File: src/rtl/uart_rx_word_assembler_pkg.sv
// rtl/uart_rx_word_assembler_pkg.sv - shared types and defaults for the UART RX word assembler
package uart_rx_word_assembler_pkg;

  typedef enum logic {
    AsmIdle,
    AsmCollecting
  } asm_state_t;

  localparam int DEF_WORD_BYTES     = 4;
  localparam int DEF_FIFO_DEPTH     = 4;
  localparam int DEF_TIMEOUT_CYCLES = 50000;

  function automatic int word_width(input int bytes);
    return 8 * bytes;
  endfunction

endpackage

File: src/rtl/uart_rx_word_assembler_if.sv
// rtl/uart_rx_word_assembler_if.sv - byte-in / word-out bundle of the UART RX word assembler
interface uart_rx_word_assembler_if
  import uart_rx_word_assembler_pkg::*;
#(
  parameter int WORD_BYTES = DEF_WORD_BYTES,
  parameter int FIFO_DEPTH = DEF_FIFO_DEPTH
);
  logic [7:0]                    rx_byte;
  logic                          rx_complete;
  logic [8*WORD_BYTES-1:0]       word_o;
  logic                          word_valid_o;
  logic                          word_ready_i;
  logic [$clog2(FIFO_DEPTH):0]   fifo_count_o;
  logic                          overflow_o;
  logic                          timeout_o;

  modport master (
    input  rx_byte, rx_complete, word_ready_i,
    output word_o, word_valid_o, fifo_count_o, overflow_o, timeout_o
  );

  modport slave (
    output rx_byte, rx_complete, word_ready_i,
    input  word_o, word_valid_o, fifo_count_o, overflow_o, timeout_o
  );
endinterface

File: src/rtl/uart_rx_word_assembler_word_fifo.sv
// rtl/uart_rx_word_assembler_word_fifo.sv - synchronous show-ahead FIFO for assembled words
module word_fifo #(
  parameter int WIDTH = 32,
  parameter int DEPTH = 4
) (
  input  logic                     sourceClk,
  input  logic                     reset,
  input  logic                     push,
  input  logic [WIDTH-1:0]         push_data,
  input  logic                     pop,
  output logic [WIDTH-1:0]         pop_data,
  output logic                     full,
  output logic                     empty,
  output logic [$clog2(DEPTH):0]   count
);
  localparam int PTR_W = $clog2(DEPTH);
  localparam int CNT_W = PTR_W + 1;

  logic [WIDTH-1:0] mem [DEPTH];
  logic [PTR_W-1:0] wr_ptr;
  logic [PTR_W-1:0] rd_ptr;
  logic [CNT_W-1:0] count_q;
  logic             do_push;
  logic             do_pop;

  assign empty    = (count_q == '0);
  assign full     = (count_q == CNT_W'(DEPTH));
  assign do_pop   = pop && !empty;
  // A pop on the same edge frees the slot, so a push into a full FIFO still lands.
  assign do_push  = push && (!full || do_pop);
  assign pop_data = mem[rd_ptr];
  assign count    = count_q;

  always_ff @(posedge sourceClk or posedge reset) begin
    if (reset) begin
      wr_ptr  <= '0;
      rd_ptr  <= '0;
      count_q <= '0;
      for (int i = 0; i < DEPTH; i++) begin
        mem[i] <= '0;
      end
    end else begin
      if (do_push) begin
        mem[wr_ptr] <= push_data;
        wr_ptr      <= wr_ptr + PTR_W'(1);
      end
      if (do_pop) begin
        rd_ptr <= rd_ptr + PTR_W'(1);
      end
      case ({do_push, do_pop})
        2'b10:   count_q <= count_q + CNT_W'(1);
        2'b01:   count_q <= count_q - CNT_W'(1);
        default: count_q <= count_q;
      endcase
    end
  end
endmodule

File: src/rtl/uart_rx_word_assembler.sv
// rtl/uart_rx_word_assembler.sv - packs UART RX bytes little-endian into words and queues them
module uart_rx_word_assembler
  import uart_rx_word_assembler_pkg::*;
#(
  parameter int WORD_BYTES     = DEF_WORD_BYTES,
  parameter int FIFO_DEPTH     = DEF_FIFO_DEPTH,
  parameter int TIMEOUT_CYCLES = DEF_TIMEOUT_CYCLES
) (
  input logic                  sourceClk,
  input logic                  reset,
  uart_rx_word_assembler_if.master bus
);
  localparam int WORD_W = 8 * WORD_BYTES;
  localparam int IDX_W  = $clog2(WORD_BYTES);
  localparam int TMO_W  = $clog2(TIMEOUT_CYCLES);
  localparam int CNT_W  = $clog2(FIFO_DEPTH) + 1;

  asm_state_t        state, state_n;
  logic [IDX_W-1:0]  idx, idx_n;
  logic [TMO_W-1:0]  tmo_cnt, tmo_cnt_n;
  logic [WORD_W-1:0] shreg, shreg_n;
  logic [WORD_W-1:0] push_word;
  logic              push;
  logic              expire;
  logic              pop;
  logic              overflow_q;
  logic              timeout_q;

  logic [WORD_W-1:0] head;
  logic              full;
  logic              empty;
  logic [CNT_W-1:0]  count;

  always_ff @(posedge sourceClk or posedge reset) begin
    if (reset) begin
      state      <= AsmIdle;
      idx        <= '0;
      tmo_cnt    <= '0;
      shreg      <= '0;
      overflow_q <= 1'b0;
      timeout_q  <= 1'b0;
    end else begin
      state      <= state_n;
      idx        <= idx_n;
      tmo_cnt    <= tmo_cnt_n;
      shreg      <= shreg_n;
      overflow_q <= push && full && !pop;
      timeout_q  <= expire;
    end
  end

  always_comb begin
    state_n   = state;
    idx_n     = idx;
    tmo_cnt_n = tmo_cnt;
    shreg_n   = shreg;
    push_word = shreg;
    push      = 1'b0;
    expire    = 1'b0;
    case (state)
      AsmIdle: begin
        if (bus.rx_complete) begin
          shreg_n      = '0;
          shreg_n[7:0] = bus.rx_byte;
          idx_n        = IDX_W'(1);
          tmo_cnt_n    = '0;
          state_n      = AsmCollecting;
        end
      end
      AsmCollecting: begin
        // Byte strobe is checked first so it wins over a coinciding expiry.
        if (bus.rx_complete) begin
          tmo_cnt_n = '0;
          for (int b = 0; b < WORD_BYTES; b++) begin
            if (idx == IDX_W'(b)) begin
              shreg_n[8*b +: 8] = bus.rx_byte;
            end
          end
          if (idx == IDX_W'(WORD_BYTES - 1)) begin
            push      = 1'b1;
            push_word = shreg_n;
            idx_n     = '0;
            state_n   = AsmIdle;
          end else begin
            idx_n = idx + IDX_W'(1);
          end
        end else if (tmo_cnt == TMO_W'(TIMEOUT_CYCLES - 1)) begin
          expire  = 1'b1;
          idx_n   = '0;
          shreg_n = '0;
          state_n = AsmIdle;
        end else begin
          tmo_cnt_n = tmo_cnt + TMO_W'(1);
        end
      end
      default: state_n = AsmIdle;
    endcase
  end

  assign pop = !empty && bus.word_ready_i;

  word_fifo #(
    .WIDTH (WORD_W),
    .DEPTH (FIFO_DEPTH)
  ) u_word_fifo (
    .sourceClk (sourceClk),
    .reset     (reset),
    .push      (push),
    .push_data (push_word),
    .pop       (pop),
    .pop_data  (head),
    .full      (full),
    .empty     (empty),
    .count     (count)
  );

  assign bus.word_o       = head;
  assign bus.word_valid_o = !empty;
  assign bus.fifo_count_o = count;
  assign bus.overflow_o   = overflow_q;
  assign bus.timeout_o    = timeout_q;
endmodule

File: src/flat_wrapper.sv
// flat-port wrapper written by rule: the top's interface ports become plain ports
module uart_rx_word_assembler_flat import uart_rx_word_assembler_pkg::*;
#(
  parameter int WORD_BYTES     = DEF_WORD_BYTES,
  parameter int FIFO_DEPTH     = DEF_FIFO_DEPTH,
  parameter int TIMEOUT_CYCLES = DEF_TIMEOUT_CYCLES
)
  (sourceClk, reset, bus_rx_byte, bus_rx_complete, bus_word_ready_i, bus_word_o, bus_word_valid_o, bus_fifo_count_o, bus_overflow_o, bus_timeout_o);
  uart_rx_word_assembler_if #(.WORD_BYTES(WORD_BYTES), .FIFO_DEPTH(FIFO_DEPTH)) bus_i ();
  input logic sourceClk;
  input logic reset;
  input wire logic [$bits(bus_i.rx_byte)-1:0] bus_rx_byte;
  input wire logic [$bits(bus_i.rx_complete)-1:0] bus_rx_complete;
  input wire logic [$bits(bus_i.word_ready_i)-1:0] bus_word_ready_i;
  output wire logic [$bits(bus_i.word_o)-1:0] bus_word_o;
  output wire logic [$bits(bus_i.word_valid_o)-1:0] bus_word_valid_o;
  output wire logic [$bits(bus_i.fifo_count_o)-1:0] bus_fifo_count_o;
  output wire logic [$bits(bus_i.overflow_o)-1:0] bus_overflow_o;
  output wire logic [$bits(bus_i.timeout_o)-1:0] bus_timeout_o;
  assign bus_i.rx_byte = bus_rx_byte;
  assign bus_i.rx_complete = bus_rx_complete;
  assign bus_i.word_ready_i = bus_word_ready_i;
  assign bus_word_o = bus_i.word_o;
  assign bus_word_valid_o = bus_i.word_valid_o;
  assign bus_fifo_count_o = bus_i.fifo_count_o;
  assign bus_overflow_o = bus_i.overflow_o;
  assign bus_timeout_o = bus_i.timeout_o;
  uart_rx_word_assembler #(.WORD_BYTES(WORD_BYTES), .FIFO_DEPTH(FIFO_DEPTH), .TIMEOUT_CYCLES(TIMEOUT_CYCLES)) u_core (.sourceClk(sourceClk), .reset(reset), .bus(bus_i));
endmodule
File: config.mk
export PLATFORM = sky130hd
export DESIGN_NAME = uart_rx_word_assembler_flat
export DESIGN_NICKNAME = d
export VERILOG_FILES = /design/src/rtl/uart_rx_word_assembler_pkg.sv /design/src/rtl/uart_rx_word_assembler_if.sv /design/src/rtl/uart_rx_word_assembler_word_fifo.sv /design/src/rtl/uart_rx_word_assembler.sv /design/src/flat_wrapper.sv
export SDC_FILE = /design/constraint.sdc
export NUM_CORES = 1
export LEC_CHECK = 0
export ABC_AREA = 1
export CELL_PAD_IN_SITES_DETAIL_PLACEMENT = 1
export CELL_PAD_IN_SITES_GLOBAL_PLACEMENT = 2
export CORE_UTILIZATION = 32
export CTS_CLUSTER_SIZE = 12
export DETAILED_ROUTE_END_ITERATION = 8
export GPL_ROUTABILITY_DRIVEN = 0
export PLACE_DENSITY_LB_ADDON = 0.05
export SLEW_MARGIN = 20
export SYNTH_ARGS = -nofsm -noshare
export SYNTH_HDL_FRONTEND = slang
export SYNTH_HIERARCHICAL = 1
export SYNTH_SLANG_ARGS = --single-unit
File: constraint.sdc
create_clock -name sourceClk -period 4.46 [get_ports sourceClk]
set_clock_uncertainty 0.1 [all_clocks]
set_input_delay 0.892 -clock sourceClk [delete_from_list [all_inputs] [get_ports sourceClk]]
set_output_delay 0.892 -clock sourceClk [all_outputs]
set_load 0.005 [all_outputs]
==> metrics.txt <==
Die ar.=0.0321 mm2; Setup CP Type=flop to output port; async set-reset flop share out of synthesis=100%; internal power=~4.1 mW; status=finished with violations; crit path capture=bus_word_o[31]; Fmax=around 280 MHz; Rel. slew slack=about a fifth; WL final=around 34 mm; clock-pin slew on the worst setup and hold paths=approximately 0.080 ns; syn nets=1345; crit path from=u_core/u_word_fifo/rd_ptr[0]; top routing layer used=met4; GRT Overall Usage=22.2%; top post-synthesis cells by area=dfrtp_1, nand2_1, nand4_1; post-layout min period=~3.6 ns; synth unique cells=32; setup violators final=0; WP data arrival=2.58 ns; flops & latches, synth=188; Post-synth EDFFs=0; Layout area overhead=13.5%; I/O pin cnt=50; Synth top area share=between 40% and 50%; final hold viol count=0; setup tns final=0 ns; LEAKAGE=between 5 and 6 nW; Initial Util=between 30% and 40%; TritonCTS clock tree=built; register area share after synthesis=a little under half; total design power=about 7.5 mW; Die Ht=between 150 and 200 um; Overflow after GRT=0; Inserted Diodes=0; endpoint class of the critical path=output port; Worst VDD drop=0.000252 V; Clock Latency Late Sink=between 0.4 and 0.5 ns; first-pass GRT wire length=between 50 and 60 mm; met1 WL=about 17 mm; reg2reg setup slack=between 1.5 and 2 ns; Longest Clk Path Bufs=2; Pwr Density=657 mW/mm2; Least-Margin Pin Slew=1.18 ns; H-tree depth=4; max_cap viols=0; reg2reg path depth=13; Clock Sinks=between 150 and 200; chip width=179 um; share of cells above drive strength 1=8.58%; Clock power frac=a little over a fifth; Inst Count DP=1692; DR WL/cell=between 15 and 20 um; sw frac=between 40 and 50%; filler instances=3769; Post-CTS Setup Bufs=0; Post-Layout Cell Count=1724; num rows=64; fin crit share=between 80% and 90%; setup ws final=between 0.8 and 0.9 ns; DP Wirelength=20.9 mm; CTS Hold Bufs=0; Cells after Synth=1322; Root Buffer=clkbuf_16; post-route ant nets=0; part of the power in registers=between 30% and 40%; TritonCTS Buffers=17; Final Max Tran Viols=0; Yosys warnings=6; critical-path maximum fanout=65; PostCTS Resize Cnt=0; CP Data Required Time=3.47 ns; nets@finish=1338; synthesized area per cell=7.60 um2; Remaining DRCs=4; DR vias=between 8000 and 9000; Worst setup SP type=flop; number of global-route vias before repair=9115; synthesized area=~0.010 mm2; pre-CTS setup slack=around 0.9 ns; vias per cell=about 5.2; routed wl met3=about 550 um; logic gate share of total power=roughly 46%; largest net degree at the start of global routing=between 100 and 150; NetSw=~3.3 mW; initial antenna violation count=0; failing checks=DRC; Reg2Reg Capture Point=u_core/u_word_fifo/count[2]; Tightest Hold Check Type=flop to flop; RSZ-0062 raised after global routing=no; Port Buffers=49; Initial DRT Pass Iterations=7; WL met2=around 15 mm; core box area=approximately 0.031 mm2; R2R Path Start=u_core/u_word_fifo/count[0]; area leader, netlist=dfrtp_1; Iteration-0 DRC Markers=just under 500; ys flop type=dfrtp_1
layer usage:
metal  GRT usage, %  up-vias
li1               -     4379
met1           32.7     4489
met2           34.9       67
met3           2.54       15
met4           4.41        0
met5              0        -
cells in the mapped netlist, types with 3 or more instances:
| master | instances |
|---|---|
| ha_1 | 10 |
| buf_2 | 35 |
| clkbuf_1 | 38 |
| nand2_1 | 477 |
| o21ai_0 | 63 |
| nor2_4 | 6 |
| inv_2 | 8 |
| o21ai_1 | 51 |
| nor3_1 | 3 |
| nand2_2 | 33 |
| buf_4 | 3 |
| buf_1 | 18 |
| xor2_1 | 6 |
| nand2_4 | 4 |
| inv_1 | 53 |
| nand3_1 | 45 |
| nor2_1 | 89 |
| buf_6 | 4 |
| a32oi_1 | 8 |
| nand4_1 | 134 |
| dfrtp_1 | 188 |
| o22ai_1 | 32 |
state kept, by name, indices dropped and copies added, names as in the netlist:
name,cells
u_core/bus.overflow_o,1
u_core/bus.timeout_o,1
u_core/idx,2
u_core/shreg,32
u_core/state,1
u_core/tmo_cnt,16
u_core/u_word_fifo/count,3
u_core/u_word_fifo/mem,128
u_core/u_word_fifo/rd_ptr,2
u_core/u_word_fifo/wr_ptr,2
worst min-delay path by stage:
stage	from	to	slack, ns	cells after the start
after CTS	u_core/u_word_fifo/mem[73]	u_core/u_word_fifo/mem[73]	0.37	2
final	u_core/u_word_fifo/mem[73]	u_core/u_word_fifo/mem[73]	0.37	2
after global placement	u_core/u_word_fifo/mem[42]	u_core/u_word_fifo/mem[42]	0.35	2
after floorplan	u_core/u_word_fifo/mem[63]	u_core/u_word_fifo/mem[63]	0.34	2
after detailed placement	u_core/u_word_fifo/mem[73]	u_core/u_word_fifo/mem[73]	0.35	2
after global routing	u_core/u_word_fifo/mem[65]	u_core/u_word_fifo/mem[65]	0.39	2
metrics by stage:
step | cell area [um2] | hold slack [ns] | util [%]
2_1_floorplan | 10100 | 0.337 | -
3_3_place_gp | 10800 | 0.348 | 35.2
3_5_place_dp | 10800 | 0.354 | 35.2
4_1_cts | 11400 | 0.372 | 37.1
5_1_grt | 11400 | 0.391 | 37.1
6_report | 11400 | 0.367 | 37.1
cells in the final DEF, fill, tap and decap left out, types with 2 or more instances in the layout:
| cell | count |
|---|---|
| nand2_2 | 33 |
| inv_1 | 51 |
| nand3_1 | 45 |
| xnor2_1 | 2 |
| buf_4 | 19 |
| inv_6 | 7 |
| inv_8 | 2 |
| a32oi_1 | 8 |
| nor3_1 | 3 |
| inv_2 | 9 |
| clkinvlp_4 | 2 |
| a21oi_1 | 2 |
| nand2_4 | 4 |
| nand4_1 | 134 |
| nor2_2 | 2 |
| nand3b_1 | 2 |
| nor2_1 | 89 |
| o21ai_0 | 63 |
| clkinv_4 | 3 |
| clkdlybuf4s50_1 | 49 |
| dfrtp_1 | 187 |
| nor2_4 | 6 |
| clkbuf_16 | 17 |
| ha_1 | 10 |
| nand2_1 | 477 |
| o22ai_1 | 32 |
| o21ai_1 | 51 |
| buf_12 | 4 |
| xor2_1 | 6 |
final cells by class:
class                      count  area, um2  area share (%)
timing repair buffer          72        713            6.25
clock buffer                  18        439            3.85
inverter                      63        241            2.12
multi-input combinational    973       4660            40.9
sequential                   188       4710            41.3
clock inverter                14        148            1.29
tap                          396        495            4.35
power by group through the flow:
stage                     Sequential, mW  Combinational [mW]  Clock [mW]
after global placement              2.52                3.41           0
after global routing                2.56                3.80        1.70
after floorplan                     2.45                2.08           0
final                               2.50                3.41        1.59
after detailed placement            2.53                3.44           0
after CTS                           2.50                3.45        1.63
worst max-delay path, cell delays in order (launching register included):
cell and delay, ns:
dfrtp_2 0.37, buf_4 0.64, o21ai_0 0.19, o22ai_1 0.34, clkdlybuf4s50_1 0.57
kinds of logic (layout without fill, tap and decap cells):
kind of cell	after synthesis	after routing	share of synthesized area, %
simple gates	798	798	35.7
compound gates	156	156	8.47
buf+inv	161	167	6.87
fa+ha+maj	11	11	1.44
xor+xnor	8	8	0.697
flops	188	188	46.8
(Power assumes the default switching activity.)
